**src/rtl/coco_regcap_pkg.sv**
```systemverilog
// CoCo register-capture FIFO shared types and constants.
// Entry layout is {addr[3:0], data[7:0]}; REGCAP_DEPTH is the default FIFO depth.
package coco_regcap_pkg;

    localparam int ENTRY_W      = 12;
    localparam int ADDR_LSB     = 8;
    localparam int DATA_LSB     = 0;
    localparam int REGCAP_DEPTH = 4;

    typedef struct packed {
        logic [3:0] addr;
        logic [7:0] data;
    } entry_t;

endpackage

```
**src/rtl/coco_pulse_sync.sv**
```systemverilog
// Two-flop synchronizer plus rising-edge detector for asynchronous AVR levels.
// Ports: eclk, reset_n (sync, active low), i_async level in, o_rise one-cycle pulse out.
module coco_pulse_sync (
    input  logic eclk,
    input  logic reset_n,
    input  logic i_async,
    output logic o_rise
);

    logic r_s1;
    logic r_s2;
    logic r_s3;

    always_ff @(posedge eclk) begin
        if (!reset_n) begin
            r_s1 <= 1'b0;
            r_s2 <= 1'b0;
            r_s3 <= 1'b0;
        end else begin
            r_s1 <= i_async;
            r_s2 <= r_s1;
            r_s3 <= r_s2;
        end
    end

    assign o_rise = r_s2 & ~r_s3;

endmodule

```
**src/rtl/coco_regcap_fifo.sv**
```systemverilog
// Captures CoCo writes to the SCS register window into a FIFO drained by the AVR.
// Ports: eclk/reset_n; CoCo bus (c_power, scs_n, c_rw, c_addr, c_data, a_busmaster);
// AVR side (a_pop, a_clr_ovf in; a_reg_addr, a_reg_data, a_empty, a_full, a_regint,
// a_ovf, halt_req out). Macro COCO_REGCAP_HALT_EN enables the almost-full halt_req.
module coco_regcap_fifo
    import coco_regcap_pkg::*;
#(
    parameter int DEPTH = REGCAP_DEPTH,
    parameter int PTR_W = $clog2(DEPTH)
) (
    input  logic       eclk,
    input  logic       reset_n,
    input  logic       c_power,
    input  logic       scs_n,
    input  logic       c_rw,
    input  logic [3:0] c_addr,
    input  logic [7:0] c_data,
    input  logic       a_busmaster,
    input  logic       a_pop,
    input  logic       a_clr_ovf,
    output logic [3:0] a_reg_addr,
    output logic [7:0] a_reg_data,
    output logic       a_empty,
    output logic       a_full,
    output logic       a_regint,
    output logic       a_ovf,
    output logic       halt_req
);

    localparam logic [PTR_W:0]   C_FULL = (PTR_W+1)'(DEPTH);
    localparam logic [PTR_W:0]   C_ONE  = (PTR_W+1)'(1);
    localparam logic [PTR_W-1:0] P_ONE  = PTR_W'(1);

    entry_t           r_mem [DEPTH];
    entry_t           r_head;
    logic [PTR_W-1:0] r_rd_ptr;
    logic [PTR_W-1:0] r_wr_ptr;
    logic [PTR_W:0]   r_count;
    logic             r_empty;
    logic             r_full;
    logic             r_ovf;

    logic             w_pop_rise;
    logic             w_clr_rise;
    logic             w_push;
    logic             w_pop;
    logic             w_acc;
    logic             w_drop;
    logic             w_nonempty;
    logic             w_is_full;
    logic [PTR_W-1:0] w_rd_inc;
    logic [PTR_W:0]   w_count_nx;
    entry_t           w_entry;
    entry_t           w_head_nx;

    coco_pulse_sync u_pop_sync (
        .eclk    (eclk),
        .reset_n (reset_n),
        .i_async (a_pop),
        .o_rise  (w_pop_rise)
    );

    coco_pulse_sync u_clr_sync (
        .eclk    (eclk),
        .reset_n (reset_n),
        .i_async (a_clr_ovf),
        .o_rise  (w_clr_rise)
    );

    assign w_push     = ~scs_n & ~c_rw & c_power & ~a_busmaster;
    assign w_nonempty = (r_count != '0);
    assign w_is_full  = (r_count == C_FULL);
    assign w_pop      = w_pop_rise & w_nonempty;
    // A pop frees the slot, so a push at full is still accepted.
    assign w_acc      = w_push & (~w_is_full | w_pop);
    assign w_drop     = w_push & w_is_full & ~w_pop;
    assign w_rd_inc   = r_rd_ptr + P_ONE;
    assign w_entry    = '{addr: c_addr, data: c_data};

    always_comb begin
        w_count_nx = r_count;
        case ({w_acc, w_pop})
            2'b10:   w_count_nx = r_count + C_ONE;
            2'b01:   w_count_nx = r_count - C_ONE;
            default: w_count_nx = r_count;
        endcase
    end

    // Head register tracks the next-state head so it lands with the flags.
    // Popping the last entry while pushing forwards the incoming entry.
    always_comb begin
        w_head_nx = r_head;
        if (w_pop) begin
            if (r_count == C_ONE) begin
                if (w_acc) begin
                    w_head_nx = w_entry;
                end
            end else begin
                w_head_nx = r_mem[w_rd_inc];
            end
        end else if (w_acc && !w_nonempty) begin
            w_head_nx = w_entry;
        end
    end

    always_ff @(posedge eclk) begin
        if (w_acc) begin
            r_mem[r_wr_ptr] <= w_entry;
        end
    end

    always_ff @(posedge eclk) begin
        if (!reset_n) begin
            r_rd_ptr <= '0;
            r_wr_ptr <= '0;
            r_count  <= '0;
            r_head   <= '0;
            r_empty  <= 1'b1;
            r_full   <= 1'b0;
            r_ovf    <= 1'b0;
        end else begin
            if (w_acc) begin
                r_wr_ptr <= r_wr_ptr + P_ONE;
            end
            if (w_pop) begin
                r_rd_ptr <= w_rd_inc;
            end
            r_count <= w_count_nx;
            r_head  <= w_head_nx;
            r_empty <= (w_count_nx == '0);
            r_full  <= (w_count_nx == C_FULL);
            if (w_drop) begin
                r_ovf <= 1'b1;
            end else if (w_clr_rise) begin
                r_ovf <= 1'b0;
            end
        end
    end

`ifdef COCO_REGCAP_HALT_EN
    localparam logic [PTR_W:0] C_AFULL = (PTR_W+1)'(DEPTH-1);

    logic r_halt;

    // One spare slot absorbs the write already in flight when the halt lands.
    always_ff @(posedge eclk) begin
        if (!reset_n) begin
            r_halt <= 1'b0;
        end else begin
            r_halt <= (w_count_nx >= C_AFULL);
        end
    end

    assign halt_req = r_halt;
`else
    assign halt_req = 1'b0;
`endif

    assign a_reg_addr = r_head.addr;
    assign a_reg_data = r_head.data;
    assign a_empty    = r_empty;
    assign a_full     = r_full;
    assign a_regint   = ~r_empty;
    assign a_ovf      = r_ovf;

endmodule

```
**config.mk**
```make
export PLATFORM = sky130hd
export DESIGN_NAME = coco_regcap_fifo
export DESIGN_NICKNAME = d
export VERILOG_FILES = /design/src/rtl/coco_regcap_pkg.sv /design/src/rtl/coco_pulse_sync.sv /design/src/rtl/coco_regcap_fifo.sv
export SDC_FILE = /design/constraint.sdc
export NUM_CORES = 1
export LEC_CHECK = 0
export BUFFER_PORTS_ARGS = -buffer_cell sky130_fd_sc_hd__buf_4
export CELL_PAD_IN_SITES_DETAIL_PLACEMENT = 0
export CELL_PAD_IN_SITES_GLOBAL_PLACEMENT = 1
export CORE_ASPECT_RATIO = 0.5
export CORE_MARGIN = 2
export CORE_UTILIZATION = 30
export DETAILED_ROUTE_END_ITERATION = 16
export PLACE_DENSITY_LB_ADDON = 0.1
export SETUP_SLACK_MARGIN = 0.1
export SYNTH_ARGS = -nofsm -noshare
export SYNTH_HDL_FRONTEND = slang
export SYNTH_SLANG_ARGS = --single-unit
```
**constraint.sdc**
```tcl
create_clock -name eclk -period 4.55 [get_ports eclk]
set_clock_uncertainty 0.15 [all_clocks]
set_input_delay 0.2275 -clock eclk [delete_from_list [all_inputs] [get_ports eclk]]
set_output_delay 0.2275 -clock eclk [all_outputs]
set_load 0.02 [all_outputs]
```
# Word-level counts from Yosys, hierarchy flattened
# Memory sizes are Yosys's and may differ from the RTL's.
# Index checks and enable logic that the tools add are counted.
# op_classes
addsub,4
mul,0
div_mod_pow,0
order_cmp,0
n_eq_ne,6
shift,0
muxes,9
n_bitwise,18
n_reduce_logical,7
# op_table
operator,n
2-to-1 mux 12 bit,4
AND 1 bit,9
NOT 1 bit,8
"equality test 3 bit, second input constant",2
case mux 3 bit (2 select lines),1
"adder 2 x 1 -> 2 bit, second input constant",2
2-to-1 mux 1 bit,4
nonzero test 2 bit,2
"adder 3 x 1 -> 3 bit, second input constant",1
"equality test 3 x 1 -> 1 bit, second input constant",1
zero test 3 bit,1
"inequality test 3 bit, second input constant",1
nonzero test 3 bit,1
"subtractor 3 x 1 -> 3 bit, second input constant",1
"equality test 2 x 1 -> 1 bit, second input constant",1
"equality test 2 bit, second input constant",1
AND reduction 2 bit,1
logical AND 1 bit,1
zero test 1 bit,1
OR 1 bit,1
# totals
register_bits,28
latch_bits,0
ramBits,48
rom_bits,0
inputBits,20
output_inout_bits,17
n_memories,1
# memory_table
name,depth,width,rd,rd_ports_with_merged_regs,write_ports,line,source
r_mem,4,12,1,0,1,coco_regcap_fifo.sv:34,entry_t r_mem [DEPTH];

# Logic depth before layout (Yosys ltp)
# Gate-level depths: netlist (run 1).
# depth
ltp_word,8
mapped_depth,7
mapped_depth_nobuf,7

# Cells and area by module
# A second synthesis (run 1) with hierarchy kept.
# hier_totals
hier_cells,212
hier_area_um2,3225.6
# by_module_without_submodules
mod,n_inst,cells_per_inst,area_each_um2,seq_area_each_um2
coco_regcap_fifo,1,198,3040.4,1881.8
coco_pulse_sync,2,7,92.6,60.1

# Worst setup path before layout (run 1)
# No wires, ideal clock.
# synth_path
path_kind,register to register
startpoint,register r_count[0]
endpoint,register r_head (netlist bit a_reg_addr[0])
arrival_ns,1.747
slack_ns,2.536
stages_incl_launch_ff,8
path_buffers,1
synth_period_minus_slack_ns,2.014
path_cell_list,dfxtp_1 inv_1 ha_1 nor2_1 o21ai_1 buf_2 mux2_2 a22o_1
# synth_between
elab_chain_len,7
word_cells_on_any_way,14
classes_between,eq/ne (3); mux (2); bitwise (4); reduce/logical (5)
# synth_rtl
item,line,source
start: declaration,coco_regcap_fifo.sv:38,logic [PTR_W:0] r_count;
start signal: assignment,coco_regcap_fifo.sv:128,r_count <= w_count_nx;
nonzero test 3 bit or equality test 3 bit (tied branches),"coco_regcap_fifo.sv:71, coco_regcap_fifo.sv:72",
AND 1 bit or NOT 1 bit (tied branches),"coco_regcap_fifo.sv:73, coco_regcap_fifo.sv:75",
OR 1 bit,coco_regcap_fifo.sv:75,assign w_acc = w_push & (~w_is_full | w_pop);
AND 1 bit,coco_regcap_fifo.sv:75,
logical AND 1 bit,coco_regcap_fifo.sv:101,end else if (w_acc && !w_nonempty) begin
nonzero test 2 bit (no line),--,
AND reduction 2 bit (no line),--,
end signal: assignment,coco_regcap_fifo.sv:129,r_head <= w_head_nx;
end: declaration,coco_regcap_fifo.sv:35,entry_t r_head;
# Parallel ways exist; a longest one is shown, timed or not.
# A chain may end at the register's enable or synchronous reset.

# Worst setup path in the final report (run 1)
# layout_path
startpoint,register r_count[0]
endpoint,register r_head (netlist bit a_reg_addr[3])
# The elaborated chain is that of the path after synthesis.

==> results of run 1 <==
==> layout make-up <==
type                       instances  share of cell area
sequential                        76              0.4994
multi-input combinational        105              0.2516
timing repair buffer              51              0.1049
clock buffer                      10             0.05961
tap                              140             0.04370
clock inverter                     6             0.03340
inverter                           8            0.007491
==> layer usage <==
metal | GRT usage | part of all wire | up-vias
met3 | 0.04611 | 0.043 | 4
met1 | 0.1587 | 0.51 | 875
met4 | 0.04167 | 0.0069 | 0
met2 | 0.1957 | 0.44 | 38
met5 | 0 | 0 | -
li1 | - | - | 854
==> placed cells by master (no fill, tap or decap), types with 2 or more instances in the layout <==
cell type | synthesis | final
mux2_2 | 12 | 12
bufinv_16 | 0 | 4
ha_1 | 8 | 8
nand2_1 | 5 | 5
mux4_2 | 12 | 12
and2_1 | 7 | 7
nor2_1 | 12 | 12
edfxtp_1 | 48 | 48
xnor2_1 | 2 | 2
buf_4 | 1 | 36
o21ai_0 | 2 | 2
a21oi_1 | 3 | 3
dfxtp_1 | 28 | 28
and2_2 | 4 | 4
dlygate4sd3_1 | 0 | 15
clkbuf_16 | 0 | 9
o21ai_1 | 2 | 2
xor2_1 | 2 | 2
inv_1 | 7 | 7
a22o_1 | 12 | 12
==> timing repair <==
item                                    in CTS  in global routing
resized for setup                            0                  0
hold endpoints to repair                    51                  0
hold buffers                                15                  0
endpoints found under the setup margin       0                  0
==> cells by family (layout without fill, tap and decap cells) <==
| family | Yosys count | after routing | share of synthesized area |
|---|---|---|---|
| compound gates | 27 | 27 | 0.07178 |
| mux | 24 | 24 | 0.1314 |
| simple gates | 41 | 41 | 0.07867 |
| other cells | 1 | 1 | 0.001215 |
| xor+xnor | 4 | 4 | 0.01136 |
| buf+inv | 16 | 75 | 0.02433 |
| flops | 76 | 76 | 0.6488 |
| fa+ha+maj | 8 | 8 | 0.03244 |
==> worst register-to-register path: cells and delay by family (launching register included) <==
family,cells,cell delay [ns]
simple gates,2,0.98
flops,1,0.45
compound gates,2,0.36
fa+ha+maj,1,0.31
buf+inv,1,0.11
==> through the flow <==
stage                     hold slack (ns)  std cells  cell area (µm²)
after CTS                          0.1069        396             4009
after global placement             0.2698        365             3486
after floorplan                    0.1575        197             3085
after global routing               0.1448        396             4009
after detailed placement           0.2732        365             3486
final                              0.1332        396             4009
==> state kept, by name, summed over array words and instances, names as in the netlist, 2 cells and up <==
signal      cells
a_reg_addr      4
r_count         3
a_reg_data      8
r_rd_ptr        2
r_wr_ptr        2
r_mem          48
==> worst paths after layout <==
kind | to | depth (start not counted) | startpoint | slack (ns)
setup / recovery | a_reg_addr[3] | 6 | r_count[0] | 2.13
hold / removal | a_ovf | 4 | a_busmaster | 0.13
setup reg to reg | a_reg_addr[3] | 6 | r_count[0] | 2.13
hold reg to reg | u_pop_sync.r_s2 | 1 | u_pop_sync.r_s1 | 0.28
==> power breakdown <==
group	switching, mW	internal (mW)	total (mW)	leakage (nW)
clock network	0.269	0.607	0.876	0.183
registers	0.0353	0.776	0.812	0.661
logic	0.161	0.135	0.295	0.610
total	0.465	1.52	1.98	1.45
==> impl_metrics.toml, run 1 <==
[status]
outcome = "complete, no violations"

[yosys]
ys.flop_type = "edfxtp_1"
yosysWarnings = 0
postSynthNetCount = 225
synth_edf_count = 48
seq_area_frac_synth = 0.6488
synth_top_area_frac = 0.4672
async_flop_share = 0
ys_types = 43
synth_area_um2 = 3085
synth.largest_area_cell = "edfxtp_1"
synthCells = 197
yosys-top-cells-count = "edfxtp_1 (48), dfxtp_1 (28)"
syn_area_per_cell_um2 = 15.66
ys_seq_elements = 76
post-synth-top-count-cell = "edfxtp_1"
synth_area_leaders = "edfxtp_1 (47%), dfxtp_1 (18%), mux4_2 (8.8%), mux2_2 (4.4%), a22o_1 (3.4%)"

[floorplanning]
die_w_um = 147.4
ioPinCount = 37
std_cell_rows = 26
die_h_um = 75.71
die_area_um2 = 11160
core_um2 = 10120
start_util = 0.3050

[placement]
preCtsSetupSlack_ns = 2.126
dp_hpwl_um = 3881
portBuffers = 35
gp_congestion = 0.6530

[cts]
clk_latency_ns = 0.33
cts-root-buf = "clkbuf_16"
numCtsBuffers = 9
tritoncts = "built"
htree_levels = 3
cts_sinks = 76
clk_pin_slew_ns = 0.06
postCtsSetupBuffers = 0
cts_max_path_buffers = 2

[global_routing]
grt_pass1_wl_um = 9818
antenna_found_initial = 0
grt_pass1_vias = 1797
grt_max_degree = 15
grt_overflow = 0
grtUsageTotal = 0.1230

[setup_path]
critPathMaxStageDelay_ns = 0.80
critPathTopFamily = "simple AND/OR/NAND/NOR gates"
startpoint_type = "flop"
cp.buffers_inverters = 1
path_max_fanout = 12
crit_chain = "inv_1, ha_1, nor2_1, o32ai_1, nor2_1, a22o_1"
endpoint_kind = "flop"
path_class = "flop to flop"
cp.required_ns = 4.66
cp.arrival_ns = 2.53
crit_path_frequent_cell = "nor2_1"
cp_slowest_cell = "nor2_1"

[final_layout]
final_util = 0.3962
diodes = 0
syn2layout_area_growth_pct = 29.93
regArea_um2 = 2002
nets = 279
nFillCells = 971
drive_above_1_share = 0.3320
multi_input_area_um2 = 1008

[route]
wl_per_cell_um = 15.69
drc = 0
drt-initial-drc-count = 77
wl_um = 6212
first_pass_iters = 4
ant_nets = 0
vias = 1771
post_drt_via_cell_ratio = 4.472

[timing]
min_period_ns = 2.417
worst_slew_pin_slew_ns = 1.020
rsz0062_at_grt = "no"
final-max-slew-violation-count = 0
maxSlewHeadroom = 0.3176
tns_ns = 0
finalCritPeriodShare = 0.5311
max_freq_mhz = 413.8
final_hold_viol_count = 0
setup_violations = 0
timing.final.ws_setup_ns = 2.133

[power_and_ir_drop]
power_density_nw_per_um2 = 494.6
ir_drop_v = 0.0001940
leakage_nw = 1.454
power_mw = 1.983

[min_path]
hp-class = "input port to flop"

[run]
maxCapViolCount = 0
(Power assumes the default switching activity.)
==> run 2, diff against run 1 <==
==> constraint.sdc (replaced) <==
create_clock -name eclk -period 2.2 [get_ports eclk]
set_clock_uncertainty 0.15 [all_clocks]
set_input_delay 0.11 -clock eclk [delete_from_list [all_inputs] [get_ports eclk]]
set_output_delay 0.11 -clock eclk [all_outputs]
set_load 0.02 [all_outputs]
==> run 2 against run 1 <==
  * Critical path depth rose by 1
  * Register-to-register slack got worse by 1.9 ns
  * Routed wire length fell by 3.0%
  * Largest cell class unchanged
  * Highest routed layer unchanged
  * Largest power group is now sequential cells
  * Sequential cell count did not move
  * Core utilization rose by 1.0 points
  * Hold slack got worse by 0.051 ns
  * Die area did not move
==> impl_metrics.toml, run 2 (synthesis results as in run 1) <==
[status]
outcome = "complete, no violations"

[timing]
max_freq_mhz = 518.8
rsz0062_at_grt = "no"
min_period_ns = 1.927
worst_slew_pin_slew_ns = 0.5751
maxSlewHeadroom = 0.6162
final-max-slew-violation-count = 0
tns_ns = 0
finalCritPeriodShare = 0.8761
final_hold_viol_count = 0
setup_violations = 0

[min_path]
hp-class = "input port to flop"

[global_routing]
antenna_found_initial = 0
grtUsageTotal = 0.1206
grt_overflow = 0
grt_pass1_wl_um = 9584
grt_pass1_vias = 1758
grt_max_degree = 15

[floorplanning]
std_cell_rows = 26
die_h_um = 75.71
start_util = 0.3050
ioPinCount = 37
die_w_um = 147.4
die_area_um2 = 11160
core_um2 = 10120

[final_layout]
stdcell_count = 411
syn2layout_area_growth_pct = 33.33
diodes = 0
final_cell_mix = "edfxtp_1 (48), buf_4 (44), dfxtp_1 (28), dlygate4sd3_1 (17)"
nets = 294
regMostFlops = "r_mem"
layout_commonest_cell = "edfxtp_1"
largest_register_ffs = 48
final_area_um2 = 4114
final_util = 0.4066
drive_above_1_share = 0.3653

[power_and_ir_drop]
leakage_nw = 1.507
p_switching_mw = 0.9707
ir_drop_v = 0.0003431
clkPwrFrac = 0.382
p_int_mw = 2.807
power_frac_comb = 0.179
swShare = 0.2569
p_seq_frac = 0.439
power_mw = 3.778
power_density_nw_per_um2 = 918.3

[placement]
gp_congestion = 0.6891
placed_area_um2 = 3646
dp_hpwl_um = 3966
post-place-cells = 378
portBuffers = 35

[cts]
clk_pin_slew_ns = 0.06
clk_latency_ns = 0.33
cts_sinks = 76
htree_levels = 3
cts_max_path_buffers = 2
tritoncts = "built"
cts-root-buf = "clkbuf_16"
numCtsBuffers = 9

[route]
ant_nets = 0
first_pass_iters = 4
post_drt_via_cell_ratio = 4.353
vias = 1789
wl_um = 6028
drt-initial-drc-count = 50
wl_per_cell_um = 14.67
drc = 0

[setup_path]
cp.arrival_ns = 2.01
endpoint_kind = "flop"
path_max_fanout = 12
reg2reg_slack_ns = 0.27
r2r_start = "r_count[1]"
crit_path_end = "a_reg_addr[0]"
r2r_cells = 7
startpoint_type = "flop"
cp.required_ns = 2.28
crit_start = "r_count[1]"
path_class = "flop to flop"
r2r-end = "a_reg_addr[0]"

[run]
maxCapViolCount = 0
==> run 2: cell count changes in the layout (fill, tap and decap cells not counted), sizes merged <==
cell | previous run | this run
clkinv | 2 | 4
clkinvlp | 0 | 1
buf | 36 | 49
bufinv | 4 | 1
dlygate4sd3 | 15 | 17
==> run 2: repair_timing <==
item,4_1_cts,5_1_grt
hold endpoints to repair,58,0
buffers inserted,0,0
hold buffers,17,0
cloned,0,0
gates resized for setup,1,1
setup endpoints to repair,12,12
==> run 2: metrics by stage <==
step                      hold slack [ns]  setup WS [ns]
after global placement             0.1708         0.1401
after CTS                         0.07211         0.1731
final                             0.08191         0.2727
after global routing              0.08364         0.1270
after detailed placement           0.1703        0.03362
after floorplan                   0.03999         0.1861
==> run 2: area by class of cell <==
type,instances,area [µm²]
Fill cell,951,6003
Multi-Input combinational cell,105,1012
Clock inverter,6,65.06
Clock buffer,10,229.0
Inverter,8,30.03
Timing Repair Buffer,66,600.6
Tap cell,140,175.2
Sequential cell,76,2002
==> run 2: worst max-delay path, cell delays in order (launching register included) <==
cell and delay (ns):
dfxtp_1 0.31, inv_1 0.11, ha_1 0.23, nor2_1 0.08, o21ai_1 0.11, buf_4 0.25
mux2_2 0.37, a22o_1 0.20
==> run 2: worst min-delay path by stage <==
stage	from	to	cells past startpoint
global route	scs_n	a_ovf	5
global placement	c_data[7]	r_mem[2][7]	1
CTS	scs_n	a_ovf	5
detailed placement	a_clr_ovf	u_clr_sync.r_s1	2
finish	scs_n	a_ovf	5
floorplan	reset_n	a_empty	1
==> run 2: routing by layer <==
| metal | share of wire | track usage |
|---|---|---|
| met5 | 0 | 0 |
| met4 | 0.014 | 0.04487 |
| met3 | 0.046 | 0.05269 |
| met2 | 0.43 | 0.1703 |
| met1 | 0.51 | 0.1653 |
==> run 2: power groups by stage <==
stage	sequential [mW]	combinational [mW]	clock, mW
2_1_floorplan	1.76	0.303	0
3_3_place_gp	1.69	0.657	0
3_5_place_dp	1.69	0.655	0
4_1_cts	1.66	0.685	1.49
5_1_grt	1.67	0.742	1.56
6_report	1.66	0.678	1.44
==> run 3, diff against run 2 <==
--- a/config.mk
+++ b/config.mk
@@ -5,6 +5,7 @@
 export SDC_FILE = /design/constraint.sdc
 export NUM_CORES = 1
 export LEC_CHECK = 0
+export ABC_AREA = 1
 export BUFFER_PORTS_ARGS = -buffer_cell sky130_fd_sc_hd__buf_4
 export CELL_PAD_IN_SITES_DETAIL_PLACEMENT = 0
 export CELL_PAD_IN_SITES_GLOBAL_PLACEMENT = 1
==> run 3 against run 2 <==
  * First-iteration DRC count grew 110%
  * Register-to-register slack gained 0.04 ns
  * Combinational power shrank 34%
  * Synthesized area grew 5.7%
  * Synthesized cell count grew 78%
  * Largest power group is now clock
==> impl_metrics.toml, run 3 <==
[yosys]
ys_seq_elements = 76
ys_types = 25
synth_top_family_by_area = "simple AND/OR/NAND/NOR gates"
yosysWarnings = 0
synth_area_um2 = 3261
seq_area_frac_synth = 0.6140
synthSimpleGateAreaFrac = 0.1800
ys.flop_type = "edfxtp_1"
synth-compound-area-share = 0.08212
post-synth-top-count-cell = "nand2_1"
synth_area_leaders = "edfxtp_1 (44%), dfxtp_1 (17%), nand2_1 (9.7%), inv_1 (6.1%), o21ai_0 (4.5%)"
synth.mux.area_fraction = 0
synthAdderAreaFrac = 0.03070
postSynthNetCount = 378
async_flop_share = 0
synthCells = 350
synth_edf_count = 48
yosys-top-cells-count = "nand2_1 (84), inv_1 (53), edfxtp_1 (48)"
synth.largest_area_cell = "edfxtp_1"
syn_area_per_cell_um2 = 9.316
synth_top_area_frac = 0.4421
synth_xor_area_frac = 0.005372

[setup_path]
cp.required_ns = 2.24
path_max_fanout = 23
startpoint_type = "flop"
path_class = "flop to flop"
critPathTopFamily = "simple AND/OR/NAND/NOR gates"
crit_path_frequent_cell = "nand2_4"
cp.buffers_inverters = 3
cp_slowest_cell = "dfxtp_1"
crit_chain = "inv_1, ha_1, nand2_2, nand2_4, inv_4, nand2_4, buf_4, nor2_1, nand2_1, nand3_1, a21oi_1"
endpoint_kind = "flop"
cp.arrival_ns = 1.93
critPathMaxStageDelay_ns = 0.38

[route]
post_drt_via_cell_ratio = 4.250
wl_per_cell_um = 12.58
highest_layer = "met4"
wl_met2_um = 3282
m1WireLength_um = 3383
wl_um = 7033
route.met3.wl_um = 285
ant_nets = 0
drt-initial-drc-count = 107
vias = 2376
drc = 0
first_pass_iters = 4

[cts]
clk_latency_ns = 0.33
cts_sinks = 76
numCtsBuffers = 9
cts-root-buf = "clkbuf_16"
cts_max_path_buffers = 2
clk_pin_slew_ns = 0.06
postCtsSetupBuffers = 0
tritoncts = "built"
htree_levels = 3

[timing]
finalCritPeriodShare = 0.8578
worst_slew_pin_slew_ns = 0.5069
final_hold_viol_count = 0
final-max-slew-violation-count = 0
setup_violations = 0
rsz0062_at_grt = "no"
tns_ns = 0
maxSlewHeadroom = 0.6617
max_freq_mhz = 529.9
min_period_ns = 1.887

[placement]
portBuffers = 35
post-place-cells = 526
gp_congestion = 0.7784
dp_hpwl_um = 5001

[floorplanning]
die_w_um = 151.4
std_cell_rows = 26
core_um2 = 10380
ioPinCount = 37
die_area_um2 = 11770
start_util = 0.3142
die_h_um = 77.72

[global_routing]
grt_max_degree = 24
grt_pass1_wl_um = 11530
grt_overflow = 0
grtUsageTotal = 0.1320
grt_pass1_vias = 2394
antenna_found_initial = 0

[final_layout]
stdcell_count = 559
nFillCells = 1005
drive_above_1_share = 0.1742
regMostFlops = "r_mem"
nets = 442
diodes = 0
final_cell_mix = "nand2_1 (84), inv_1 (53), buf_4 (49), edfxtp_1 (48), nor2_1 (36)"
layout_commonest_cell = "nand2_1"
largest_register_ffs = 48
syn2layout_area_growth_pct = 30.31

[power_and_ir_drop]
power_density_nw_per_um2 = 863.8
ir_drop_v = 0.0004031
leakage_nw = 1.850

[run]
maxCapViolCount = 0

[status]
outcome = "complete, no violations"

[min_path]
hp-class = "input port to flop"
run 3: logic make-up (layout without fill, tap and decap cells):
logic type                 count (synthesis)  in the layout
xor gates and xnor gates                   2              2
buffers and inverters                     69            138
and+or+nand+nor                          144            144
adders and majority gates                  8              8
DFF                                       76             76
other                                      1              1
AOI/OAI and AO/OA                         50             50
run 3: metrics by stage:
stage	utilization	total power, mW	worst slack (ns)	hold slack, ns	instance area (µm²)
global route	0.4095	3.839	0.1593	0.2392	4249
detailed placement	0.3598	2.044	0.2653	0.1482	3734
CTS	0.4087	3.721	0.2583	0.1704	4242
finish	0.4095	3.671	0.3128	0.1842	4249
global placement	0.3598	2.039	0.3412	0.1437	3734
floorplan	-	1.896	0.2122	0.05763	3261
run 3: cell type report:
| class | count | area (µm²) | share of cell area |
|---|---|---|---|
| clock buffer | 13 | 270.3 | 0.06360 |
| clock inverter | 3 | 67.56 | 0.01590 |
| inverter | 56 | 212.7 | 0.05006 |
| multi-input combinational | 205 | 983.4 | 0.2314 |
| sequential | 76 | 2002 | 0.4711 |
| tap | 140 | 175.2 | 0.04122 |
| timing repair buffer | 66 | 538.0 | 0.1266 |
run 3: worst paths after layout:
check | from | end | slack (ns) | cells after the start
worst max-delay path | r_count[0] | a_reg_data[3] | 0.31 | 11
worst min register to register | u_pop_sync.r_s1 | u_pop_sync.r_s2 | 0.26 | 2
worst min-delay path | scs_n | a_ovf | 0.18 | 7
worst max register to register | r_count[0] | a_reg_data[3] | 0.31 | 11
run 3: repair_timing:
| item | CTS | global route |
|---|---|---|
| endpoints found under the hold margin | 59 | 0 |
| setup endpoints to repair | 0 | 7 |
| hold buffers | 17 | 0 |
| gates resized for setup | 0 | 1 |
run 3: worst register-to-register path, stage by stage, from the launching register on:
cell     delay (ns)
dfxtp_1        0.38
inv_1          0.10
ha_1           0.24
nand2_2        0.10
nand2_4        0.08
inv_4          0.09
nand2_4        0.06
buf_4          0.22
nor2_1         0.11
nand2_1        0.07
nand3_1        0.09
a21oi_1        0.07
run 3: metal layers:
layer,up-vias,track usage
met1,1101,0.1619
met4,0,0.04206
met2,32,0.2176
met5,-,0
li1,1236,-
met3,7,0.04647
run 3: report_power, final:
group | switching, mW | leakage [nW] | internal [mW]
Combinational | 0.260 | 1.03 | 0.187
Clock | 0.548 | 0.162 | 1.09
Sequential | 0.0284 | 0.660 | 1.56
Total | 0.836 | 1.85 | 2.83
